File: src/rtl/graycode_pkg.sv
// Shared Gray-code helpers and constants for gray_counter, graycode_converter
// and their benches.
package graycode_pkg;

  // Default counter width, shared with graycode_converter.
  localparam int unsigned GRAY_DATA_WIDTH = 8;

  // Widest word the helper functions handle; callers zero-extend/truncate.
  localparam int unsigned GRAY_MAX_WIDTH = 64;

  typedef logic [GRAY_MAX_WIDTH-1:0] gray_word_t;

  // Per-cycle action chosen by the counter, highest priority last.
  typedef enum logic [1:0] {
    OP_HOLD = 2'd0,
    OP_STEP = 2'd1,
    OP_LOAD = 2'd2,
    OP_CLR  = 2'd3
  } count_op_e;

  // Keeps only the low 'width' bits; width=64 wraps the shift to an all-ones mask.
  function automatic gray_word_t width_mask(input int unsigned width);
    return (gray_word_t'(1) << width) - gray_word_t'(1);
  endfunction

  function automatic gray_word_t bin2gray(input gray_word_t b, input int unsigned width);
    gray_word_t w_b;
    w_b = b & width_mask(width);
    return w_b ^ (w_b >> 1);
  endfunction

  // Binary bit i is the XOR of all Gray bits at or above i.
  function automatic gray_word_t gray2bin(input gray_word_t g, input int unsigned width);
    gray_word_t w_g;
    gray_word_t w_b;
    w_g = g & width_mask(width);
    w_b = '0;
    for (int unsigned i = 0; i < GRAY_MAX_WIDTH; i++) begin
      if (i < width) begin
        w_b = w_b ^ (w_g >> i);
      end
    end
    return w_b;
  endfunction

endpackage

File: src/rtl/gray_counter.sv
// Up/down binary counter with registered Gray-code output, wrap or
// saturate behaviour at the range ends, and wrap/sat/changed status flags.
module gray_counter
  import graycode_pkg::*;
#(
  parameter int unsigned data_width = GRAY_DATA_WIDTH,
  parameter int unsigned wrap_en    = 1
) (
  input  logic                  clk,
  input  logic                  rst_n,
  input  logic                  clr,
  input  logic                  load,
  input  logic [data_width-1:0] load_val,
  input  logic                  en,
  input  logic                  up_dn,
  output logic [data_width-1:0] bin_out,
  output logic [data_width-1:0] gray_out,
  output logic                  wrap,
  output logic                  sat,
  output logic                  changed
);

  logic [data_width-1:0] r_bin;
  logic [data_width-1:0] r_gray;
  logic                  r_wrap;
  logic                  r_changed;

  count_op_e             w_op;
  logic [data_width-1:0] w_bin_next;
  logic [data_width-1:0] w_gray_next;
  logic                  w_wrap_next;
  logic                  w_changed_next;
  logic                  w_at_max;
  logic                  w_at_min;

  assign w_at_max = (r_bin == '1);
  assign w_at_min = (r_bin == '0);

  // Priority select of this cycle's action: clr, load, en, hold.
  always_comb begin
    w_op = OP_HOLD;
    if (clr) begin
      w_op = OP_CLR;
    end else if (load) begin
      w_op = OP_LOAD;
    end else if (en) begin
      w_op = OP_STEP;
    end
  end

  // Next binary value and flags; wrap only ever comes from a count step.
  always_comb begin
    w_bin_next  = r_bin;
    w_wrap_next = 1'b0;
    unique case (w_op)
      OP_CLR:  w_bin_next = '0;
      OP_LOAD: w_bin_next = load_val;
      OP_STEP: begin
        if (up_dn) begin
          if (w_at_max) begin
            if (wrap_en != 0) begin
              w_bin_next  = '0;
              w_wrap_next = 1'b1;
            end
          end else begin
            w_bin_next = r_bin + data_width'(1);
          end
        end else begin
          if (w_at_min) begin
            if (wrap_en != 0) begin
              w_bin_next  = '1;
              w_wrap_next = 1'b1;
            end
          end else begin
            w_bin_next = r_bin - data_width'(1);
          end
        end
      end
      default: w_bin_next = r_bin;
    endcase
    w_changed_next = (w_bin_next != r_bin);
    w_gray_next    = data_width'(bin2gray(gray_word_t'(w_bin_next), data_width));
  end

  // Count, Gray shadow and pulse flags share one register stage.
  always_ff @(posedge clk or negedge rst_n) begin
    if (!rst_n) begin
      r_bin     <= '0;
      r_gray    <= '0;
      r_wrap    <= 1'b0;
      r_changed <= 1'b0;
    end else begin
      r_bin     <= w_bin_next;
      r_gray    <= w_gray_next;
      r_wrap    <= w_wrap_next;
      r_changed <= w_changed_next;
    end
  end

  assign bin_out  = r_bin;
  assign gray_out = r_gray;
  assign wrap     = r_wrap;
  assign changed  = r_changed;
  assign sat      = (wrap_en == 0) && (up_dn ? w_at_max : w_at_min);

endmodule

File: config.mk
export PLATFORM = sky130hd
export DESIGN_NAME = gray_counter
export DESIGN_NICKNAME = d
export VERILOG_FILES = /design/src/rtl/graycode_pkg.sv /design/src/rtl/gray_counter.sv
export SDC_FILE = /design/constraint.sdc
export NUM_CORES = 1
export LEC_CHECK = 0
export BUFFER_PORTS_ARGS = -buffer_cell sky130_fd_sc_hd__buf_2
export CORE_MARGIN = 1.5
export CORE_UTILIZATION = 25
export DETAILED_ROUTE_END_ITERATION = 10
export PLACE_DENSITY_LB_ADDON = 0.2
export SLEW_MARGIN = 20
export SYNTH_ARGS = -nofsm -noshare
export SYNTH_HDL_FRONTEND = slang
export SYNTH_SLANG_ARGS = --single-unit
export TNS_END_PERCENT = 10
File: constraint.sdc
create_clock -name clk -period 2.4 [get_ports clk]
set_input_delay 0.48 -clock clk [delete_from_list [all_inputs] [get_ports clk]]
set_output_delay 0.48 -clock clk [all_outputs]
set_load 0.005 [all_outputs]
==> impl_metrics.json, run 1 <==
{
  "clkTransAtPathRegs_ns": 0.06,
  "die_height_um": 82.2,
  "grt.total_usage": 0.157,
  "cap_violations": 0,
  "hpwl_mm": 3.78,
  "final.setup.worst_slack_ns": 0.147,
  "ys_warn_count": 0,
  "max_freq_ghz": 0.444,
  "final_max_slew_viol_count": 0,
  "io_pins": 33,
  "htreeDepth": 1,
  "postCtsSetupRepairBufs": 0,
  "first_global_vias": 1563,
  "ys_types": 56,
  "period_minus_slack_ns": 2.25,
  "drive_gt1_frac": 0.278,
  "cts_root_buf": "clkbuf_8",
  "p_total_w": 0.000925,
  "yosys-top-cells-count": "17 x dfrtp_1, 15 x a21oi_1, 15 x nor2_1, 15 x o21ai_0, 14 x nand2_1",
  "antenna_found_initial": 0,
  "synth_cells": 191,
  "dieArea_um2": 6750,
  "ys.flop_type": "dfrtp_1",
  "place_ws_ns": -0.0545,
  "synth_seq_cells": 17,
  "finClkSkew_ns": 0.00160,
  "diodes": 0,
  "core.rowCount": 28,
  "grt_pass1_wl_mm": 8.11,
  "routed_wl_mm": 4.93,
  "critPathKind": "reg -> reg",
  "avgSynthCellArea_um2": 8.20,
  "nNetsFinal": 245,
  "drtIter0Drc": 176,
  "cts_sinks": 17,
  "p_per_area_nw_per_um2": 501,
  "synthTopCellsByArea": "dfrtp_1 27%, a21oi_1 4.8%, o21ai_0 4.8%, clkbuf_8 4.4%, nor2_1 3.6%",
  "cts.path.max_buffers": 2,
  "finalHoldViolCount": 0,
  "synth_nets": 208,
  "worstSetupEndpointType": "flip-flop",
  "cts_buffers": 3,
  "setup_viol": 0,
  "period_share": 0.939,
  "drtAntennaViolNets": 0,
  "dpl-instance-area_um2": 1790,
  "final_area_um2": 1850,
  "cts_hold_buf": 0,
  "via_count": 1602,
  "drc_errors": 0,
  "synthToLayoutAreaGrowth_pct": 17.9,
  "finalSetupTns_ns": 0,
  "synth_area_um2": 1570,
  "die_x_um": 82.2,
  "status": "finished clean",
  "grt_max_degree": 18,
  "p_leak_nw": 0.829,
  "synth_top_area_cell": "dfrtp_1",
  "arrival_ns": 2.36,
  "required_ns": 2.51,
  "ys_seq_area_frac": 0.272,
  "vdd_drop_max_mv": 0.252,
  "core_um2": 5990,
  "cts_tree": "built",
  "synth.top_cell.area_share": 0.272,
  "first_pass_iters": 4,
  "clk_latency_ns": 0.25,
  "yosysMostFrequentCell": "dfrtp_1",
  "vias_per_cell": 5.30,
  "min_path_type": "in -> async",
  "overflow": 0,
  "start_kind": "flip-flop",
  "port_buffers": 31,
  "async_flop_share": 1.00,
  "initial_utilization": 0.261,
  "detail_route.wl_per_cell_um": 16.3,
  "gp_congestion": 0.935,
  "synth_edf_count": 0,
  "cp_max_fo": 10
}
## state kept, by name (all words and copies together) (netlist names)
signal	flops
wrap	1
changed	1
bin_out	8
gray_out	7
## timing repair
action,in CTS,in global routing
cloned,0,0
resized for setup,1,4
pin swaps,0,1
endpoints found under the setup margin,1,1
## cells in the final DEF (no fill, tap or decap), drive strengths merged, types with 3 or more instances in the layout
cell     n
nand3    7
a21o     3
o21ai   15
or3      3
nand2b   5
dfrtp   17
ha       3
inv     13
nand2   14
nor2    15
clkbuf   4
xnor2    6
a31oi    6
nand4    5
nor3     5
buf     47
a21oi   16
## layout make-up
type / instances / area (um^2)
Clock buffer: 4 / 45.0
Fill cell: 644 / 4140
Inverter: 13 / 48.8
Multi-Input combinational cell: 146 / 958
Sequential cell: 17 / 425
Tap cell: 75 / 93.8
Timing Repair Buffer: 47 / 275
## final timing paths
kind	from	end	slack (ns)	cells after the start
max reg2reg	bin_out[1]$_DFF_PN0_	changed$_DFF_PN0_	0.15	8
max in group asynchronous	rst_n	wrap$_DFF_PN0_	1.98	1
min in group clk	clr	bin_out[2]$_DFF_PN0_	0.61	3
min reg2reg	bin_out[1]$_DFF_PN0_	bin_out[1]$_DFF_PN0_	0.72	3
max	bin_out[1]$_DFF_PN0_	changed$_DFF_PN0_	0.15	8
min	rst_n	bin_out[3]$_DFF_PN0_	0.15	1
## kinds of logic after synthesis
family | Yosys count | share of synthesized area
AND/OR/NAND/NOR | 67 | 0.239
adder cells (fa/ha/maj) | 3 | 0.0240
AO/OA/AOI/OAI | 65 | 0.282
other | 1 | 0.00239
multiplexers | 2 | 0.0128
flip-flops | 17 | 0.272
buffers and inverters | 28 | 0.124
XOR/XNOR | 8 | 0.0447
## where the power goes
group	total (W)	internal, W	switching (W)
Sequential	0.000358	0.000322	0.0000360
Combinational	0.000360	0.000157	0.000203
Clock	0.000208	0.000118	0.0000902
## critical path: stages (launching register included)
cell and delay, ns:
dfrtp_1 0.35, buf_4 0.18, ha_1 0.31, nand3_1 0.18
nor2b_1 0.36, nor2_1 0.10, o221ai_1 0.31, mux2i_1 0.22
nand4_1 0.11
## through the flow
stage | cells | util | hold WS [ns]
floorplan | 191 | - | 0.184
global placement | 298 | 0.299 | 0.426
detailed placement | 298 | 0.299 | 0.433
CTS | 302 | 0.307 | 0.158
global route | 302 | 0.308 | 0.171
finish | 302 | 0.308 | 0.149
## per-layer routing
layer | vias up | track usage | routed length, um | part of all wire
met5 | - | 0 | 0 | 0
met4 | 0 | 0.0458 | 97 | 0.020
met2 | 70 | 0.243 | 2330 | 0.47
met1 | 754 | 0.226 | 2170 | 0.44
met3 | 8 | 0.0209 | 341 | 0.069
li1 | 770 | - | - | -
Power figures use the tool's default switching activity.
==> run 2, diff against run 1 <==
GPL_TIMING_DRIVEN = 0   (was default)
RECOVER_POWER = 25   (was default)
==> run 2 against run 1 <==
First-iteration DRC count shrank 33%. Register-to-register slack is essentially flat. Wire length shrank 2.3%. Critical path depth grew 1. Die area is the same. Highest routed layer unchanged.
==> impl_metrics.json, run 2 (same netlist as run 1, synthesis figures left out) <==
{
  "finalHoldViolCount": 0,
  "period_share": 0.935,
  "cts.path.max_buffers": 2,
  "nNetsFinal": 244,
  "critPathKind": "reg -> reg",
  "drive_gt1_frac": 0.288,
  "detail_route.wl_per_cell_um": 16.0,
  "period_minus_slack_ns": 2.24,
  "final_area_um2": 1910,
  "status": "finished clean",
  "clkTransAtPathRegs_ns": 0.06,
  "cts_buffers": 3,
  "antenna_found_initial": 0,
  "arrival_ns": 2.35,
  "crit_chain": "buf_4 > inv_2 > ha_4 > nor3b_4 > a21oi_1 > o311ai_1 > o21ai_1 > a2111oi_4 > nand4_1",
  "die_x_um": 82.2,
  "first_global_vias": 1535,
  "vias_per_cell": 5.31,
  "grt_pass1_wl_mm": 7.60,
  "port_buffers": 31,
  "overflow": 0,
  "finalSetupTns_ns": 0,
  "start_kind": "flip-flop",
  "grt_max_degree": 18,
  "routed_wl_mm": 4.82,
  "final_common_cell": "buf_2",
  "slowest_stage": "dfrtp_1",
  "largest_reg_flops": 8,
  "final_max_slew_viol_count": 0,
  "max_stage_delay_ns": 0.40,
  "drtIter0Drc": 118,
  "place_ws_ns": -0.454,
  "worstSetupEndpointType": "flip-flop",
  "dpl-instance-area_um2": 1820,
  "gp_congestion": 0.897,
  "relSlewSlack": 0.301,
  "cts_hold_buf": 0,
  "cp-startpoint": "bin_out[0]$_DFF_PN0_",
  "core_um2": 5990,
  "layout_common_cells": "31 x buf_2, 17 x dfrtp_1, 15 x nor2_1",
  "vdd_drop_max_mv": 0.275,
  "htreeDepth": 1,
  "hpwl_mm": 3.67,
  "cts_tree": "built",
  "setup_viol": 0,
  "clk_latency_ns": 0.24,
  "first_pass_iters": 5,
  "cp_max_fo": 9,
  "die_height_um": 82.2,
  "drtAntennaViolNets": 0,
  "finClkSkew_ns": 0.00216,
  "cts_root_buf": "clkbuf_8",
  "initial_utilization": 0.261,
  "r2r_start": "bin_out[0]$_DFF_PN0_",
  "diodes": 0,
  "min_path_type": "in -> async",
  "max_freq_ghz": 0.445,
  "final.setup.worst_slack_ns": 0.155,
  "crit_buf_inv": 2,
  "reg2reg_depth": 9,
  "synthToLayoutAreaGrowth_pct": 22.1,
  "cap_violations": 0,
  "critPathTopFamily": "compound AO/OA/AOI/OAI gates",
  "nFillCells": 643,
  "cp.depth": 9,
  "worst_pin_slew_ns": 1.04,
  "p_per_area_nw_per_um2": 491,
  "p_leak_nw": 0.838,
  "dieArea_um2": 6750,
  "cts_sinks": 17,
  "drc_errors": 0,
  "io_pins": 33,
  "via_count": 1597,
  "postCtsSetupRepairBufs": 0,
  "required_ns": 2.51,
  "grt.total_usage": 0.148,
  "core.rowCount": 28
}
-- run 2: path summary, 6_finish.rpt --
kind                                          to  slack (ns)
max                            changed$_DFF_PN0_        0.16
min                        gray_out[5]$_DFF_PN0_        0.33
max reg2reg                    changed$_DFF_PN0_        0.16
min reg2reg                    changed$_DFF_PN0_        0.79
max in group asynchronous  gray_out[1]$_DFF_PN0_        1.52
min in group clk            bin_out[2]$_DFF_PN0_        0.67
-- run 2: through the flow --
step	cells	power [W]	utilization	hold WS, ns
2_1_floorplan	191	0.000589	-	0.184
3_3_place_gp	297	0.000718	0.303	0.420
3_5_place_dp	297	0.000713	0.303	0.425
4_1_cts	301	0.000930	0.313	0.159
5_1_grt	301	0.00100	0.319	0.425
6_report	301	0.000939	0.319	0.330
-- run 2: report_power, final --
part | internal, W | switching (W)
logic | 0.000171 | 0.000222
clock network | 0.000117 | 0.0000872
registers | 0.000322 | 0.0000200
-- run 2: layout make-up --
| cell class | count | area [um^2] | area share |
|---|---|---|---|
| multi-input cells | 146 | 993 | 0.519 |
| flip-flops and latches | 17 | 425 | 0.222 |
| repair buffers | 31 | 154 | 0.0804 |
| plain buffers | 15 | 153 | 0.0798 |
| well taps | 75 | 93.8 | 0.0491 |
| inverters | 13 | 48.8 | 0.0255 |
| clock buffers | 4 | 45.0 | 0.0235 |
-- run 2: repair_timing --
item,in CTS,in global routing
pin swaps,0,3
resized for setup,8,13
endpoints found under the setup margin,8,7
-- run 2: metal layers --
| layer | wire (um) | track usage |
|---|---|---|
| met5 | 0 | 0 |
| met4 | 158 | 0.0525 |
| met2 | 2190 | 0.235 |
| met3 | 384 | 0.0253 |
| met1 | 2080 | 0.202 |
